**config.mk**
```make
export PLATFORM = sky130hd
export DESIGN_NAME = wb_button_controller_flat
export DESIGN_NICKNAME = d
export VERILOG_FILES = /design/src/rtl/wb_ctrl_pkg.sv /design/src/rtl/wb_button_controller_if.sv /design/src/rtl/btn_debounce.sv /design/src/rtl/wb_button_controller.sv /design/src/flat_wrapper.sv
export SDC_FILE = /design/constraint.sdc
export NUM_CORES = 1
export LEC_CHECK = 0
export BUFFER_PORTS_ARGS = -buffer_cell sky130_fd_sc_hd__buf_2
export CAP_MARGIN = 20
export CORE_MARGIN = 3
export CORE_UTILIZATION = 40
export DETAILED_ROUTE_END_ITERATION = 7
export PLACE_DENSITY = 0.63
export SKIP_CTS_REPAIR_TIMING = 1
export SLEW_MARGIN = 20
export SYNTH_ARGS = -nofsm -noshare
export SYNTH_HDL_FRONTEND = slang
export SYNTH_SLANG_ARGS = --single-unit
```
**constraint.sdc**
```tcl
create_clock -name clk_i -period 6.2 [get_ports clk_i]
set_clock_uncertainty 0.2 [all_clocks]
set_input_delay 0.93 -clock clk_i [delete_from_list [all_inputs] [get_ports clk_i]]
set_output_delay 0.93 -clock clk_i [all_outputs]
set_load 0.005 [all_outputs]
```
**src/rtl/wb_ctrl_pkg.sv**
```systemverilog
// Shared types for the button-driven Wishbone controller: FSM states, outcome codes and
// a small decode helper.
package wb_ctrl_pkg;

  typedef enum logic [2:0] {
    IDLE,
    REQ,
    WAIT,
    BACKOFF,
    DONE
  } state_t;

  typedef enum logic [1:0] {
    ST_OK,
    ST_ERR,
    ST_RTY,
    ST_TIMEOUT
  } status_t;

  // Retry counter width; it covers MAX_RETRIES up to 15.
  localparam int unsigned RetryW = 4;

  // cyc_o is high in exactly these states.
  function automatic logic on_bus(state_t s);
    return (s == REQ) || (s == WAIT);
  endfunction

endpackage

```
**src/rtl/wb_button_controller_if.sv**
```systemverilog
// Controller-side pipelined Wishbone signals. Names are taken from the controller's point of
// view; the master modport is the controller and the slave modport is the device.
interface wb_button_controller_if #(
  parameter int unsigned DAT_WIDTH = 8
) ();

  logic                 cyc_o;
  logic                 stb_o;
  logic                 we_o;
  logic [DAT_WIDTH-1:0] dat_o;
  logic [DAT_WIDTH-1:0] dat_i;
  logic                 ack_i;
  logic                 err_i;
  logic                 rty_i;
  logic                 stall_i;

  modport master (
    output cyc_o,
    output stb_o,
    output we_o,
    output dat_o,
    input  dat_i,
    input  ack_i,
    input  err_i,
    input  rty_i,
    input  stall_i
  );

  modport slave (
    input  cyc_o,
    input  stb_o,
    input  we_o,
    input  dat_o,
    output dat_i,
    output ack_i,
    output err_i,
    output rty_i,
    output stall_i
  );

endinterface

```
**src/rtl/btn_debounce.sv**
```systemverilog
// Button conditioner: 2-FF synchroniser, stability counter and rising-edge pulse.
// press_o is a one-cycle pulse once the button has read high for DEBOUNCE_CYCLES cycles.
module btn_debounce #(
  parameter int unsigned DEBOUNCE_CYCLES = 100000
) (
  input  logic clk_i,
  input  logic rst_i,
  input  logic btn_i,
  output logic press_o
);

  localparam int unsigned CntW = (DEBOUNCE_CYCLES > 2) ? $clog2(DEBOUNCE_CYCLES) : 1;
  localparam logic [CntW-1:0] CntMax = CntW'(DEBOUNCE_CYCLES - 1);

  logic [1:0]      sync_q;
  logic [CntW-1:0] cnt_q, cnt_d;
  logic            stable_q, stable_d;
  logic            press_q, press_d;

  // The counter tracks consecutive cycles on which the synchronised input disagrees with
  // the accepted level; any agreement restarts it, which is what rejects bounce.
  always_comb begin
    cnt_d    = cnt_q;
    stable_d = stable_q;
    press_d  = 1'b0;
    if (sync_q[1] == stable_q) begin
      cnt_d = '0;
    end else if (cnt_q == CntMax) begin
      cnt_d    = '0;
      stable_d = sync_q[1];
      press_d  = sync_q[1];
    end else begin
      cnt_d = cnt_q + 1'b1;
    end
  end

  always_ff @(posedge clk_i or posedge rst_i) begin
    if (rst_i) begin
      sync_q   <= '0;
      cnt_q    <= '0;
      stable_q <= 1'b0;
      press_q  <= 1'b0;
    end else begin
      sync_q   <= {sync_q[0], btn_i};
      cnt_q    <= cnt_d;
      stable_q <= stable_d;
      press_q  <= press_d;
    end
  end

  assign press_o = press_q;

endmodule

```
**src/rtl/wb_button_controller.sv**
```systemverilog
// Button-driven single-beat pipelined Wishbone controller with retry and status capture.
// Define WB_CTRL_TIMEOUT_EN to add an abort after TIMEOUT_CYCLES cycles of cyc_o.
module wb_button_controller
  import wb_ctrl_pkg::*;
#(
  parameter int unsigned DAT_WIDTH       = 8,
  parameter int unsigned DEBOUNCE_CYCLES = 100000,
  parameter int unsigned MAX_RETRIES     = 3,
  parameter int unsigned TIMEOUT_CYCLES  = 1024
) (
  input  logic                   clk_i,
  input  logic                   rst_i,
  input  logic                   btn_wr_i,
  input  logic                   btn_rd_i,
  input  logic [DAT_WIDTH-1:0]   sw_dat_i,
  wb_button_controller_if.master wb,
  output logic                   busy_o,
  output logic                   done_o,
  output logic [1:0]             status_o,
  output logic [DAT_WIDTH-1:0]   rd_dat_o
);

  localparam logic [RetryW-1:0] MaxRetry = RetryW'(MAX_RETRIES);

  logic wr_press, rd_press;

  btn_debounce #(
    .DEBOUNCE_CYCLES(DEBOUNCE_CYCLES)
  ) u_dbnc_wr (
    .clk_i  (clk_i),
    .rst_i  (rst_i),
    .btn_i  (btn_wr_i),
    .press_o(wr_press)
  );

  btn_debounce #(
    .DEBOUNCE_CYCLES(DEBOUNCE_CYCLES)
  ) u_dbnc_rd (
    .clk_i  (clk_i),
    .rst_i  (rst_i),
    .btn_i  (btn_rd_i),
    .press_o(rd_press)
  );

  state_t               state_q, state_d;
  logic [RetryW-1:0]    retry_q, retry_d;
  logic                 we_q, we_d;
  logic [DAT_WIDTH-1:0] dat_q, dat_d;
  status_t              status_q, status_d;
  logic [DAT_WIDTH-1:0] rd_dat_q, rd_dat_d;
  logic                 cyc_q, stb_q, busy_q, done_q;
  logic                 timeout_hit;
  logic                 term_valid;

`ifdef WB_CTRL_TIMEOUT_EN
  localparam int unsigned ToW = (TIMEOUT_CYCLES > 2) ? $clog2(TIMEOUT_CYCLES) : 1;
  localparam logic [ToW-1:0] ToMax = ToW'(TIMEOUT_CYCLES - 1);

  logic [ToW-1:0] to_cnt_q, to_cnt_d;

  // Runs only while the bus is held, so BACKOFF, DONE and IDLE all restart it.
  always_comb begin
    to_cnt_d = '0;
    if (on_bus(state_q)) begin
      to_cnt_d = to_cnt_q + 1'b1;
    end
  end

  always_ff @(posedge clk_i or posedge rst_i) begin
    if (rst_i) begin
      to_cnt_q <= '0;
    end else begin
      to_cnt_q <= to_cnt_d;
    end
  end

  assign timeout_hit = on_bus(state_q) && (to_cnt_q == ToMax);
`else
  logic unused_timeout;
  assign unused_timeout = ^TIMEOUT_CYCLES;
  assign timeout_hit    = 1'b0;
`endif

  // Terminations only count once the strobe has actually been accepted.
  assign term_valid = ((state_q == REQ) && !wb.stall_i) || (state_q == WAIT);

  always_comb begin
    state_d  = state_q;
    retry_d  = retry_q;
    we_d     = we_q;
    dat_d    = dat_q;
    status_d = status_q;
    rd_dat_d = rd_dat_q;

    unique case (state_q)
      IDLE: begin
        if (wr_press || rd_press) begin
          we_d    = wr_press;
          state_d = REQ;
          if (wr_press) begin
            dat_d = sw_dat_i;
          end
        end
      end

      REQ, WAIT: begin
        if (term_valid && wb.err_i) begin
          status_d = ST_ERR;
          state_d  = DONE;
        end else if (term_valid && wb.rty_i) begin
          if (retry_q < MaxRetry) begin
            retry_d = retry_q + 1'b1;
            state_d = BACKOFF;
          end else begin
            status_d = ST_RTY;
            state_d  = DONE;
          end
        end else if (term_valid && wb.ack_i) begin
          status_d = ST_OK;
          state_d  = DONE;
          if (!we_q) begin
            rd_dat_d = wb.dat_i;
          end
        end else if (timeout_hit) begin
          status_d = ST_TIMEOUT;
          state_d  = DONE;
        end else if ((state_q == REQ) && !wb.stall_i) begin
          state_d = WAIT;
        end
      end

      BACKOFF: state_d = REQ;

      DONE: begin
        retry_d = '0;
        state_d = IDLE;
      end

      default: state_d = IDLE;
    endcase
  end

  // Bus and status outputs are flops fed from the next state, so they change on the same
  // edge as the state and reset clears them asynchronously.
  always_ff @(posedge clk_i or posedge rst_i) begin
    if (rst_i) begin
      state_q  <= IDLE;
      retry_q  <= '0;
      we_q     <= 1'b0;
      dat_q    <= '0;
      status_q <= ST_OK;
      rd_dat_q <= '0;
      cyc_q    <= 1'b0;
      stb_q    <= 1'b0;
      busy_q   <= 1'b0;
      done_q   <= 1'b0;
    end else begin
      state_q  <= state_d;
      retry_q  <= retry_d;
      we_q     <= we_d;
      dat_q    <= dat_d;
      status_q <= status_d;
      rd_dat_q <= rd_dat_d;
      cyc_q    <= on_bus(state_d);
      stb_q    <= (state_d == REQ);
      busy_q   <= (state_d != IDLE);
      done_q   <= (state_d == DONE);
    end
  end

  assign wb.cyc_o = cyc_q;
  assign wb.stb_o = stb_q;
  assign wb.we_o  = we_q;
  assign wb.dat_o = dat_q;
  assign busy_o   = busy_q;
  assign done_o   = done_q;
  assign status_o = status_q;
  assign rd_dat_o = rd_dat_q;

endmodule

```
**src/flat_wrapper.sv**
```systemverilog
// flat-port wrapper written by rule: the top's interface ports become plain ports
module wb_button_controller_flat import wb_ctrl_pkg::*;
#(
  parameter int unsigned DAT_WIDTH       = 8,
  parameter int unsigned DEBOUNCE_CYCLES = 100000,
  parameter int unsigned MAX_RETRIES     = 3,
  parameter int unsigned TIMEOUT_CYCLES  = 1024
)
  (clk_i, rst_i, btn_wr_i, btn_rd_i, sw_dat_i, busy_o, done_o, status_o, rd_dat_o, wb_cyc_o, wb_stb_o, wb_we_o, wb_dat_o, wb_dat_i, wb_ack_i, wb_err_i, wb_rty_i, wb_stall_i);
  wb_button_controller_if #(.DAT_WIDTH(DAT_WIDTH)) wb_i ();
  input  logic clk_i;
  input  logic rst_i;
  input  logic btn_wr_i;
  input  logic btn_rd_i;
  input  logic [DAT_WIDTH-1:0] sw_dat_i;
  output logic busy_o;
  output logic done_o;
  output logic [1:0] status_o;
  output logic [DAT_WIDTH-1:0] rd_dat_o;
  output wire logic [$bits(wb_i.cyc_o)-1:0] wb_cyc_o;
  output wire logic [$bits(wb_i.stb_o)-1:0] wb_stb_o;
  output wire logic [$bits(wb_i.we_o)-1:0] wb_we_o;
  output wire logic [$bits(wb_i.dat_o)-1:0] wb_dat_o;
  input wire logic [$bits(wb_i.dat_i)-1:0] wb_dat_i;
  input wire logic [$bits(wb_i.ack_i)-1:0] wb_ack_i;
  input wire logic [$bits(wb_i.err_i)-1:0] wb_err_i;
  input wire logic [$bits(wb_i.rty_i)-1:0] wb_rty_i;
  input wire logic [$bits(wb_i.stall_i)-1:0] wb_stall_i;
  assign wb_cyc_o = wb_i.cyc_o;
  assign wb_stb_o = wb_i.stb_o;
  assign wb_we_o = wb_i.we_o;
  assign wb_dat_o = wb_i.dat_o;
  assign wb_i.dat_i = wb_dat_i;
  assign wb_i.ack_i = wb_ack_i;
  assign wb_i.err_i = wb_err_i;
  assign wb_i.rty_i = wb_rty_i;
  assign wb_i.stall_i = wb_stall_i;
  wb_button_controller #(.DAT_WIDTH(DAT_WIDTH), .DEBOUNCE_CYCLES(DEBOUNCE_CYCLES), .MAX_RETRIES(MAX_RETRIES), .TIMEOUT_CYCLES(TIMEOUT_CYCLES)) u_core (.clk_i(clk_i), .rst_i(rst_i), .btn_wr_i(btn_wr_i), .btn_rd_i(btn_rd_i), .sw_dat_i(sw_dat_i), .wb(wb_i), .busy_o(busy_o), .done_o(done_o), .status_o(status_o), .rd_dat_o(rd_dat_o));
endmodule
```
# --- Word-level counts from Yosys, hierarchy flattened ---
# Index checks and enable logic that the tools add are counted.
word_totals:
  out_inout_bits: 23
  elab_cells: 85
  regBits: 72
  in_bits: 24
op_classes:
  n_bitwise: 5
  n_lt_le_gt_ge: 1
  eq_ne: 15
  n_reduce_logical: 20
  n_mux: 23
  addsub: 3
ops:
  columns: ["cell", "n"]
  rows:
  - ["$mux W17", 4]
  - ["$add A17 B1 Y17 const B", 2]
  - ["$eq A17 B17 Y1 const B", 2]
  - ["$mux W3", 6]
  - ["$mux W4", 3]
  - ["$eq A3 B2 Y1 const B", 3]
  - ["$pmux W3 S3", 1]
  - ["$mux W2", 4]
  - ["$pmux W4 S2", 1]
  - ["$eq A3 B1 Y1 const B", 2]
  - ["$eq A3 B3 Y1 const B", 2]
  - ["$reduce_and A2 Y1", 3]
  - ["$reduce_and A3 Y1", 2]
  - ["$reduce_bool A3 Y1", 2]
  - ["$not A1 Y1", 5]
  - ["$reduce_and A5 Y1", 1]
  - ["$add A4 B1 Y4 const B", 1]
  - ["$logic_and A1 B1 Y1", 4]
  - ["$lt A4 B2 Y1 const B", 1]
  - ["$mux W1", 4]
  - ["$ne A2 B1 Y1 const B", 2]
  - ["$reduce_and A4 Y1", 1]
  - ["$logic_not A3 Y1", 1]
  - ["$logic_or A1 B1 Y1", 3]
  - ["6 further kinds", 7]

# --- Logic depth before layout (Yosys ltp) ---
logic_depth:
  word_depth: 10
  mapped_depth: 7
  ltp_nobuf: 5

# --- Cells and area by module ---
# Synthesis repeated with hierarchy kept, for this count alone.
unflattened:
  cells_unflattened: 278
  hier_area_um2: 3290.7
by_module_without_submodules:
  columns: ["mod", "cells_each", "area_each_um2", "seq_area_each_um2", "n_inst"]
  rows:
  - ["btn_debounce", 94, 1029.7, 525.5, 2]
  - ["wb_button_controller", 90, 1231.2, 750.7, 1]

# --- Worst setup path after synthesis ---
# Ideal clock, no wire load.
synth_path:
  kind: "in2reg"
  startpoint: "input port wb_stall_i"
  endpoint: "register u_core.rd_dat_q[0], in the netlist u_core.rd_dat_o[0]"
  setup_ps: 125
  t_required_ps: 5875
  n_path_buf: 0
  cell_stages: 4
  arrival_ps: 2386
  path_slack_ps: 3489
  cell_sequence: "or3b_2 a21oi_2 nor4b_4 mux2_2"
synth_via:
  elab_chain_len: 6
  elab_cells_between_ends: 9
  classes_between: "bitwise (2); reduce/logical (7)"
synth_rtl:
  columns: ["element", "line_no", "source"]
  rows:
  - ["start, declared", "flat_wrapper.sv:28", "input wire logic [$bits(wb_i.stall_i)-1:0] wb_stall_i;"]
  - ["$logic_not A1 Y1 *", "wb_button_controller.sv:85", "assign term_valid = ((state_q == REQ) && !wb.stall_i) || (state_q == WAIT);"]
  - ["$logic_and A1 B1 Y1 *", "wb_button_controller.sv:85", null]
  - ["$logic_or A1 B1 Y1 *", "wb_button_controller.sv:85", null]
  - ["$logic_and A1 B1 Y1 (on tied branches)", "wb_button_controller.sv:107, wb_button_controller.sv:110", null]
  - ["$not A1 Y1 (no source line)", null, null]
  - ["$reduce_and A5 Y1 (no source line) *", null, null]
  - ["end signal, assigned", "wb_button_controller.sv:163", "rd_dat_q <= rd_dat_d;"]
  - ["end, declared", "wb_button_controller.sv:50", "logic [DAT_WIDTH-1:0] rd_dat_q, rd_dat_d;"]
# Every way passes the cells marked *; elsewhere a longest branch is shown, timed or not.
# A chain may end at the register's enable or synchronous reset.

# --- Worst setup path in the final report ---
layout_path:
  startpoint: "input port wb_stall_i"
  endpoint: "register u_core.rd_dat_q[5], in the netlist u_core.rd_dat_o[5]"
# The elaborated chain is that of the path after synthesis.

==> flow_results.org <==
** CTS
- In this run the number of H-tree levels came out at 3.
- The clock drives 72 sinks.
- Largest buffer count on any clock path :: 2
- Clock tree from TritonCTS :: built
- CTS placed an instance of clkbuf_8 at the clock tree root.
- Clock input transition at the sequential cells of the worst setup and hold paths :: 0.07 ns
- Later-pin clock latency in the skew report :: 0.34 ns
- TritonCTS created 9 clock buffers.

** Global routing
- GRT Resource Usage Total :: 13.5%
- The first global-routing pass estimated 10,300 um of wire.
- Largest net degree at the start of global routing :: 73
- For this run the aggregate overflow at the end of global routing stands at 0.
- Number of antenna violations at the first check in global routing :: 0
- Via count of the first global-routing pass :: 2,226

** Timing
- Worst hold margin :: 0.151 ns
- Slew margin rel. :: 42.0%
- Slew at the pin with the worst max-slew slack :: 0.870 ns
- RSZ-0062 raised after global routing :: no
- The total count of hold-check failures in the final report came to 0.
- Max-slew violation count :: 0
- After layout, the worst path uses 42.7% of the clock period.
- Setup violations remaining at the end of the flow were counted as 0.
- Max Clock Freq :: 378 MHz
- Post-layout min period :: 2.65 ns
- Adding up every negative setup slack in the final design gives 0 ns.

** Floorplanning
- Die height :: 96.6 um
- Measured along the x axis, the die boundary spans 96.6 um.
- The floorplan has 32 rows.
- The floorplan step defined a die boundary enclosing 0.00933 mm^2.
- 47 I/O pins were placed.
- Area of the core :: 0.00785 mm^2
- Once the floorplan was initialized, standard cells occupied 41.9% of the core.

** Placement
- Detailed placement ended at an HPWL of 4070 um.
- Quantity of I/O buffers inserted on ports :: 46
- Final estimated routing congestion in global placement :: 0.793

** Synth
- The cell area that synthesis handed to floorplanning was 0.00328 mm^2.
- After technology mapping, the gate count stands at 303.
- Number of synthesized flops with an enable pin :: 0
- Commonest register cell after synthesis :: dfrtp_1
- For this run, the number of Yosys warnings is 0.
- Post-synthesis sequential area ratio :: 54.9%
- Post-Syn Area per Cell :: 10.8 um^2
- The number of nets in the synthesized netlist is 330.
- In this run, distinct cell masters in the synthesized netlist total 42.
- The synthesized design contains 72 register bits.
- Of all flip-flops after synthesis, the portion carrying an async set or reset was 100%.

** Final layout
- Relative to the synthesized area, the layout overhead comes to 16.6%.
- The layout has 749 filler cells.
- The repair_antennas step left the layout with diodes totalling 0.
- # nets final :: 381
- Layout cell share with drive strength beyond 1 :: 25.1%
- The library cell used most frequently in the layout, excluding fill and tap cells, is dfrtp_1.
- Leading cell types in the layout, fill and taps excluded :: dfrtp_1, buf_2, nor2_1

** Setup path
- Worst EP arrival :: 2.68 ns
- The setup path with the least slack is of type in2reg.
- Startpoint class of the critical path :: input pin
- For the worst setup path, the data required time is 6.23 ns.
- STA classifies the critical path endpoint as a flip-flop.
- Maximum fanout count along the critical path :: 8

** Power
- The analysis attributes to cell leakage a power of 1.80 nW.
- Net switching is 23.3% of the power.
- Sequential fraction of design power :: 54.5%
- Power density normalized to cell area :: 233 mW/mm^2
- The internal portion of the total power is 0.683 mW.
- Clock Power Share :: 40.5%
- VDD sags by at most 0.000114 V.
- Summed over all nets, the switching power comes to 0.208 mW.
- Combinational share of power :: 5.0%

** Drt
- Dividing the detail-routed wire length by the instance count gives 12.6 um.
- Via Count :: 2,346
- Number of nets still failing antenna checks after routing :: 0
- After the first detailed-routing iteration, the DRC count stood at 72.
- The first detailed-routing pass took 4 iterations.
- After detailed routing, the number of vias per cell comes to 5.09.
- In the routed design, unresolved DRC markers number 0.
- For this block, the routed nets add up to 5800 um of wire.

** Outcome
- Status :: finished, final reports clean

** Hold path
- The min-delay analysis places its worst path in the category reg2reg.

** Flow run
- The tool flagged a number of max-cap violations equal to 0.
==> worst max-delay path: stages <==
cell and delay, ns:
buf_2 0.13, or3b_2 0.48, a21oi_2 0.23, nor4b_4 0.51, mux2_2 0.40
==> cell type report <==
class	count	area, um^2	area share (%)
clock inverters	7	70.1	1.83
clock buffers	9	124	3.24
well taps	102	128	3.33
flip-flops and latches	72	1800	47.1
repair buffers	48	249	6.50
inverters	7	26.3	0.686
multi-input cells	216	1430	37.4
==> sequential cells by signal (all words and copies together) (netlist names), 3 cells and up <==
signal / flops
u_core.rd_dat_o: 8
u_core.retry_q: 4
u_core.u_dbnc_wr.cnt_q: 17
u_core.u_dbnc_rd.cnt_q: 17
u_core.wb.dat_o: 8
u_core.state_q: 3
==> cell families after synthesis <==
kind of cell	after synthesis	share of synthesized area, %
AND/OR/NAND/NOR	133	21.8
flip-flops	72	54.9
AO/OA/AOI/OAI	31	5.90
XOR/XNOR	29	7.73
multiplexers	20	6.82
buffers and inverters	15	1.71
adder cells (fa/ha/maj)	3	1.14
==> per-stage QoR <==
step | worst slack, ns | power [mW] | instance area [um^2] | utilization (%) | instances
after floorplan | 3.25 | 0.520 | 3280 | - | 303
after global placement | 3.22 | 0.539 | 3620 | 46.1 | 444
after detailed placement | 3.17 | 0.540 | 3630 | 46.3 | 445
after CTS | 3.55 | 0.908 | 3830 | 48.8 | 461
after global routing | 3.45 | 0.932 | 3830 | 48.8 | 461
final | 3.55 | 0.891 | 3830 | 48.8 | 461
==> power by group through the flow <==
stage | registers, mW | logic (mW) | clock network, mW
after floorplan | 0.494 | 0.0260 | 0
after global placement | 0.494 | 0.0447 | 0
after detailed placement | 0.495 | 0.0457 | 0
after CTS | 0.485 | 0.0458 | 0.376
after global routing | 0.487 | 0.0509 | 0.395
final | 0.485 | 0.0443 | 0.361
==> synth_stat cells, types with 3 or more instances <==
cell type / n / area [um^2]
mux2_2: 19 / 214
xnor2_1: 11 / 96.3
inv_1: 7 / 26.3
nand3_1: 11 / 55.1
and2_1: 7 / 43.8
a21oi_1: 9 / 45.0
and4_1: 6 / 52.6
nand2_1: 20 / 75.1
o21ai_0: 7 / 35.0
ha_1: 3 / 37.5
xor2_1: 18 / 158
clkbuf_1: 8 / 30.0
nor3_1: 9 / 45.0
nor2_1: 39 / 146
nand4_1: 11 / 68.8
or3_1: 8 / 50.1
dfrtp_1: 72 / 1800
nand2b_1: 5 / 31.3
==> final timing paths <==
check                                            from                    endpoint  slack, ns  depth (start not counted)
min                        u_core.u_dbnc_rd.sync_q[0]  u_core.u_dbnc_rd.sync_q[1]       0.15                          0
max in group asynchronous                       rst_i  u_core.u_dbnc_rd.sync_q[0]       4.60                          3
max                                        wb_stall_i          u_core.rd_dat_o[5]       3.55                          5
max reg2reg                         u_core.state_q[0]          u_core.rd_dat_o[5]       3.67                          4
min in group asynchronous                       rst_i          u_core.status_o[1]       0.63                          3
min reg2reg                u_core.u_dbnc_rd.sync_q[0]  u_core.u_dbnc_rd.sync_q[1]       0.15                          0
==> routing by layer <==
layer | GRT usage (%) | up-vias | part of all wire, %
li1 | - | 1160 | -
met1 | 18.5 | 1129 | 49
met2 | 19.2 | 47 | 44
met3 | 3.68 | 10 | 4.6
met4 | 7.78 | 0 | 2.2
met5 | 0 | - | 0
(Power assumes the default switching activity.)
